## src/rtl/ibuf_warp_queue.sv

```systemverilog
// Per-warp instruction buffer: collapsing in-order queue between ID and issue.
// Entry 0 is always the oldest. Each entry holds a payload, three register tags
// and a sticky ready bit. Oldest-ready-first selection, flush, overflow flag.
module ibuf_warp_queue #(
    parameter int DEPTH       = 4,
    parameter int PAYLOAD_W   = 48,
    parameter int TAG_W       = 6,
    parameter bit WR_ON_ISSUE = 1'b0
) (
    input  logic                         clk,
    input  logic                         rst_n,
    input  logic                         i_wr_en,
    input  logic [PAYLOAD_W-1:0]         i_wr_payload,
    input  logic [TAG_W-1:0]             i_wr_src1,
    input  logic [TAG_W-1:0]             i_wr_src2,
    input  logic [TAG_W-1:0]             i_wr_dst,
    input  logic                         i_flush,
    input  logic [DEPTH-1:0]             i_sb_ready,
    input  logic                         i_sb_full,
    input  logic                         i_issue_grant,
    output logic                         o_issue_req,
    output logic [PAYLOAD_W-1:0]         o_issue_payload,
    output logic [TAG_W-1:0]             o_issue_src1,
    output logic [TAG_W-1:0]             o_issue_src2,
    output logic [TAG_W-1:0]             o_issue_dst,
    output logic [DEPTH-1:0]             o_issued_onehot,
    output logic [DEPTH-1:0]             o_ent_valid,
    output logic [DEPTH*TAG_W-1:0]       o_ent_src1,
    output logic [DEPTH*TAG_W-1:0]       o_ent_src2,
    output logic [DEPTH*TAG_W-1:0]       o_ent_dst,
    output logic [$clog2(DEPTH+1)-1:0]   o_count,
    output logic                         o_full,
    output logic                         o_empty,
    output logic                         o_overflow
);

    localparam int CNT_W = $clog2(DEPTH+1);
    localparam int IDX_W = (DEPTH > 1) ? $clog2(DEPTH) : 1;

    if (DEPTH < 2) begin : g_depth_check
        $error("ibuf_warp_queue: DEPTH must be at least 2");
    end

    logic [PAYLOAD_W-1:0] r_payload [DEPTH];
    logic [TAG_W-1:0]     r_src1    [DEPTH];
    logic [TAG_W-1:0]     r_src2    [DEPTH];
    logic [TAG_W-1:0]     r_dst     [DEPTH];
    logic [DEPTH-1:0]     r_ready;
    logic [CNT_W-1:0]     r_count;
    logic                 r_overflow;

    logic [PAYLOAD_W-1:0] w_nxt_payload [DEPTH];
    logic [TAG_W-1:0]     w_nxt_src1    [DEPTH];
    logic [TAG_W-1:0]     w_nxt_src2    [DEPTH];
    logic [TAG_W-1:0]     w_nxt_dst     [DEPTH];
    logic [PAYLOAD_W-1:0] w_up_payload  [DEPTH];
    logic [TAG_W-1:0]     w_up_src1     [DEPTH];
    logic [TAG_W-1:0]     w_up_src2     [DEPTH];
    logic [TAG_W-1:0]     w_up_dst      [DEPTH];
    logic [DEPTH-1:0]     w_up_ready;
    logic [DEPTH-1:0]     w_nxt_ready;
    logic [DEPTH-1:0]     w_rdy_upd;
    logic [DEPTH-1:0]     w_valid;
    logic [DEPTH-1:0]     w_rdy_vld;
    logic [CNT_W-1:0]     w_nxt_count;
    logic [CNT_W-1:0]     w_wpos;
    logic [IDX_W-1:0]     w_sel;
    logic                 w_full;
    logic                 w_issue_req;
    logic                 w_fire;
    logic                 w_wr_acc;
    logic                 w_wr_drop;

    // Valid is thermometer-coded from the occupancy count; selection of the oldest ready entry.
    always_comb begin
        w_valid = '0;
        w_sel   = '0;
        for (int i = 0; i < DEPTH; i++) begin
            w_valid[i] = (CNT_W'(i) < r_count);
        end
        w_rdy_vld = w_valid & r_ready;
        for (int i = DEPTH-1; i >= 0; i--) begin
            if (w_rdy_vld[i]) begin
                w_sel = IDX_W'(i);
            end
        end
    end

    assign w_full      = (r_count == CNT_W'(DEPTH));
    assign w_issue_req = (|w_rdy_vld) && !i_sb_full && !i_flush;
    assign w_fire      = w_issue_req && i_issue_grant;
    assign w_wr_acc    = i_wr_en && !i_flush && (!w_full || (WR_ON_ISSUE && w_fire));
    assign w_wr_drop   = i_wr_en && !i_flush && !w_wr_acc;
    assign w_wpos      = r_count - CNT_W'(w_fire);

    // Next-state of the entry array: ready update, collapse above the issued slot, then the write.
    always_comb begin
        w_rdy_upd = r_ready | (i_sb_ready & w_valid);
        for (int i = 0; i < DEPTH-1; i++) begin
            w_up_payload[i] = r_payload[i+1];
            w_up_src1[i]    = r_src1[i+1];
            w_up_src2[i]    = r_src2[i+1];
            w_up_dst[i]     = r_dst[i+1];
            w_up_ready[i]   = w_rdy_upd[i+1];
        end
        w_up_payload[DEPTH-1] = '0;
        w_up_src1[DEPTH-1]    = '0;
        w_up_src2[DEPTH-1]    = '0;
        w_up_dst[DEPTH-1]     = '0;
        w_up_ready[DEPTH-1]   = 1'b0;

        for (int i = 0; i < DEPTH; i++) begin
            w_nxt_payload[i] = r_payload[i];
            w_nxt_src1[i]    = r_src1[i];
            w_nxt_src2[i]    = r_src2[i];
            w_nxt_dst[i]     = r_dst[i];
            w_nxt_ready[i]   = w_rdy_upd[i];
            if (w_fire && (IDX_W'(i) >= w_sel)) begin
                w_nxt_payload[i] = w_up_payload[i];
                w_nxt_src1[i]    = w_up_src1[i];
                w_nxt_src2[i]    = w_up_src2[i];
                w_nxt_dst[i]     = w_up_dst[i];
                w_nxt_ready[i]   = w_up_ready[i];
            end
            if (w_wr_acc && (CNT_W'(i) == w_wpos)) begin
                w_nxt_payload[i] = i_wr_payload;
                w_nxt_src1[i]    = i_wr_src1;
                w_nxt_src2[i]    = i_wr_src2;
                w_nxt_dst[i]     = i_wr_dst;
                w_nxt_ready[i]   = 1'b0;
            end
        end

        if (i_flush) begin
            w_nxt_ready = '0;
            w_nxt_count = '0;
        end else begin
            w_nxt_count = r_count + CNT_W'(w_wr_acc) - CNT_W'(w_fire);
        end
    end

    // Entry storage, ready bits, occupancy and sticky overflow.
    always_ff @(posedge clk or negedge rst_n) begin
        if (!rst_n) begin
            for (int i = 0; i < DEPTH; i++) begin
                r_payload[i] <= '0;
                r_src1[i]    <= '0;
                r_src2[i]    <= '0;
                r_dst[i]     <= '0;
            end
            r_ready    <= '0;
            r_count    <= '0;
            r_overflow <= 1'b0;
        end else begin
            for (int i = 0; i < DEPTH; i++) begin
                r_payload[i] <= w_nxt_payload[i];
                r_src1[i]    <= w_nxt_src1[i];
                r_src2[i]    <= w_nxt_src2[i];
                r_dst[i]     <= w_nxt_dst[i];
            end
            r_ready <= w_nxt_ready;
            r_count <= w_nxt_count;
            if (w_wr_drop) begin
                r_overflow <= 1'b1;
            end
        end
    end

    // Flattened per-entry tags for the scoreboard.
    always_comb begin
        o_ent_src1 = '0;
        o_ent_src2 = '0;
        o_ent_dst  = '0;
        for (int i = 0; i < DEPTH; i++) begin
            o_ent_src1[i*TAG_W +: TAG_W] = r_src1[i];
            o_ent_src2[i*TAG_W +: TAG_W] = r_src2[i];
            o_ent_dst[i*TAG_W +: TAG_W]  = r_dst[i];
        end
    end

    assign o_issue_req     = w_issue_req;
    assign o_issue_payload = r_payload[w_sel];
    assign o_issue_src1    = r_src1[w_sel];
    assign o_issue_src2    = r_src2[w_sel];
    assign o_issue_dst     = r_dst[w_sel];
    assign o_issued_onehot = w_fire ? ({{(DEPTH-1){1'b0}}, 1'b1} << w_sel) : '0;
    assign o_ent_valid     = w_valid;
    assign o_count         = r_count;
    assign o_full          = w_full;
    assign o_empty         = (r_count == '0);
    assign o_overflow      = r_overflow;

endmodule

```

## config.mk

```make
export PLATFORM = sky130hd
export DESIGN_NAME = ibuf_warp_queue
export DESIGN_NICKNAME = d
export VERILOG_FILES = /design/src/rtl/ibuf_warp_queue.sv
export SDC_FILE = /design/constraint.sdc
export NUM_CORES = 1
export LEC_CHECK = 0
export BUFFER_PORTS_ARGS = -buffer_cell sky130_fd_sc_hd__buf_2
export CORE_UTILIZATION = 52
export DETAILED_ROUTE_END_ITERATION = 12
export GPL_TIMING_DRIVEN = 0
export PLACE_DENSITY = 0.77
export SLEW_MARGIN = 20
export SYNTH_ARGS = -nofsm -noshare
export SYNTH_HDL_FRONTEND = slang
export SYNTH_SLANG_ARGS = --single-unit
```

## constraint.sdc

```tcl
create_clock -name clk -period 3.42 [get_ports clk]
set_clock_uncertainty 0.15 [all_clocks]
set_input_delay 0.171 -clock clk [delete_from_list [all_inputs] [get_ports clk]]
set_output_delay 0.171 -clock clk [all_outputs]
set_load 0.01 [all_outputs]
```

==> impl_metrics.toml <==
[outcome]
status = "finished, violations left"
violations = "setup timing"

[clock_tree]
cts-htree-levels = 1
cts-buffers-inserted = 30
clk_pin_slew_ps = 70
clk_latency_ps = 580
max-clock-path-buffers = 3
cts.sinks = 272
cts_root_buf = "clkbuf_16"
cts_tree = "done"

[run]
maxCapViolCount = 0

[detailed_routing]
drt-initial-drc-count = 2373
ant_nets = 0
wl_per_cell_um = 23.27
dr.pass1.iters = 7
drt-total-wl_um = 58200
vias = 16639
viasPerCell = 6.653
drc = 0

[timing]
layout_setup_ws_ps = -14.16
tns_ps = -47.89
worst_pin_slew_ps = 722.0
drv_slew = 0
finalSetupViolations = 8
finalCriticalPeriod_ps = 3434
fin_hold_ws_ps = 182.3
period_share = 1.004
maxSlewHeadroom = 0.5187
report.final.hold_viol_count = 0
fmax_ghz = 0.2912

[floorplan]
die-area_mm2 = 0.03042
fp-row-count = 62
io_pins = 229
die_w_um = 174.4
fp.coreArea_mm2 = 0.02894
initial_utilization = 0.5342
die_h_um = 174.4

[layout]
drive_gt1_frac = 0.2244
area_growth_pct = 25.75
fill_cells = 2335
fin_nets = 2177
antennaDiodeCount = 0

[worst_setup_path]
ff2ff_path_depth = 13
cp_data_arrival_time_ps = 3770
cp-startpoint = "o_count[0]"
critical_path_class = "reg2reg"
r2r-end = "r_payload[17]"
r2r_start = "o_count[0]"
critical_path_required_ps = 3750
critPathMaxFanout = 11
worstSetupEndpointType = "flop"
r2r_slack_ps = -10
critPathLaunchType = "flop"

[min_path]
holdPathEnd = "o_overflow"
whs_path_depth = 4
min_path_type = "in2reg"
min_from = "i_wr_en"

[placement]
gp_congestion = 0.9312
portBuffers = 227
post-dp-hpwl_um = 39040

[yosys]
synthArstFlopShare = 1.000
yosysMostFrequentCell = "dfrtp_1"
synth_common_cells = "dfrtp_1 (272), nor2_1 (204), a31oi_1 (199)"
synth_edf_count = 0
yosys.area.top_type = "dfrtp_1"
ys_seq_elements = 272
synthTopCellsByArea = "dfrtp_1 (44%), a31oi_1 (8.1%), o211ai_1 (6.4%)"
synth_nets = 1821
syn-mean-instance-area_um2 = 8.898
syn_inst = 1737
synth_ff_type = "dfrtp_1"
ys_seq_area_frac = 0.4404
yosysUniqueCellTypes = 41
syn_area_mm2 = 0.01546
ys_warn_count = 0
synth_top_area_frac = 0.4404

[global_routing]
grt.overflow.total = 0
grt_max_degree = 81
grt_use_total = 0.3745
antenna_found_initial = 0
grt_pass1_vias = 15833
grt_pass1_wl_um = 89470

[pwr]
p_per_area_mw_per_mm2 = 581.9
fin_total_pwr_mw = 11.31
ir_drop_mv = 0.3941
total_leakage_power_nw = 8.085
placed cells by master (no fill, tap or decap), types with 31 or more instances in the layout:
cell type        n
buf_4           38
a31oi_1        197
clkbuf_1        56
nand2_1         68
clkbuf_2        37
dlygate4sd3_1   73
a221o_1         66
dfrtp_1        270
nor2b_1         70
buf_2          300
a21oi_1        133
nor2_1         203
o211ai_1       132
nand3_1        133
o2bb2ai_1       66
mux2i_1         66
clkbuf_16       31
o21ai_0         55
cells by family after synthesis:
logic type,count (synthesis),share of synthesized area
AO/OA/AOI/OAI,679,0.3000
XOR/XNOR,1,0.0005668
adder cells (fa/ha/maj),8,0.006962
buffers and inverters,215,0.06306
flip-flops,272,0.4404
multiplexers,66,0.04274
AND/OR/NAND/NOR,496,0.1463
registers in the layout, indices dropped and copies added, names as in the netlist:
signal / flops
r_payload: 192
o_ent_dst: 24
o_ent_src2: 24
o_ent_src1: 24
o_overflow: 1
r_ready: 4
o_count: 3
stage by stage:
stage                     setup slack (ps)  cell area [µm²]  cells    util
after global routing                -63.81            19440   2501  0.6717
after global placement               -3097            17070   2348  0.5901
after detailed placement             -1340            17170   2351  0.5933
after floorplan                      107.2            15460   1737       -
after CTS                            2.256            19280   2495  0.6664
final                               -14.16            19440   2501  0.6717
metal layers:
layer	global-route usage	up-vias	part of all wire
li1	-	7250	-
met1	0.5029	7989	0.39
met2	0.5739	1172	0.45
met3	0.08333	228	0.12
met4	0.1798	0	0.051
met5	0	-	0
final cells by class:
type	instances	area (µm²)	share of cell area
multi-input cells	1250	7807	0.4017
flip-flops and latches	272	6809	0.3503
plain buffers	203	1070	0.05504
inverters	9	33.78	0.001738
repair buffers	327	2152	0.1107
clock buffers	45	948.4	0.04880
clock inverters	11	135.1	0.006953
well taps	384	480.5	0.02472
power breakdown:
group | switching, mW | internal (mW) | total, mW
Combinational | 1.65 | 1.38 | 3.02
Clock | 1.40 | 2.13 | 3.53
Sequential | 0.712 | 4.05 | 4.76
timing repair:
item,in CTS,in global routing
pin swaps,6,2
hold buffers,74,0
gates resized for setup,54,74
endpoints found under the setup margin,337,327
endpoints found under the hold margin,463,0
setup buffers,15,8
critical path, cell delays in order (launching register included):
cell	delay (ps)
dfrtp_1	630
nand2b_1	310
nand2_4	140
a31oi_4	220
buf_8	190
ha_1	230
ha_4	180
o211a_4	250
o21ai_1	100
nor3_2	230
buf_4	180
buf_6	180
buf_4	210
o2bb2ai_1	140
how the worst max path moves through the flow:
| stage | cells past startpoint | endpoint |
|---|---|---|
| floorplan | 14 | r_payload[7] |
| global placement | 1 | r_payload[184] |
| detailed placement | 15 | o_ent_src2[0] |
| CTS | 15 | o_ent_src2[20] |
| global route | 15 | r_payload[16] |
| finish | 13 | r_payload[17] |
Note: power is estimated with default switching activity, not from simulation.
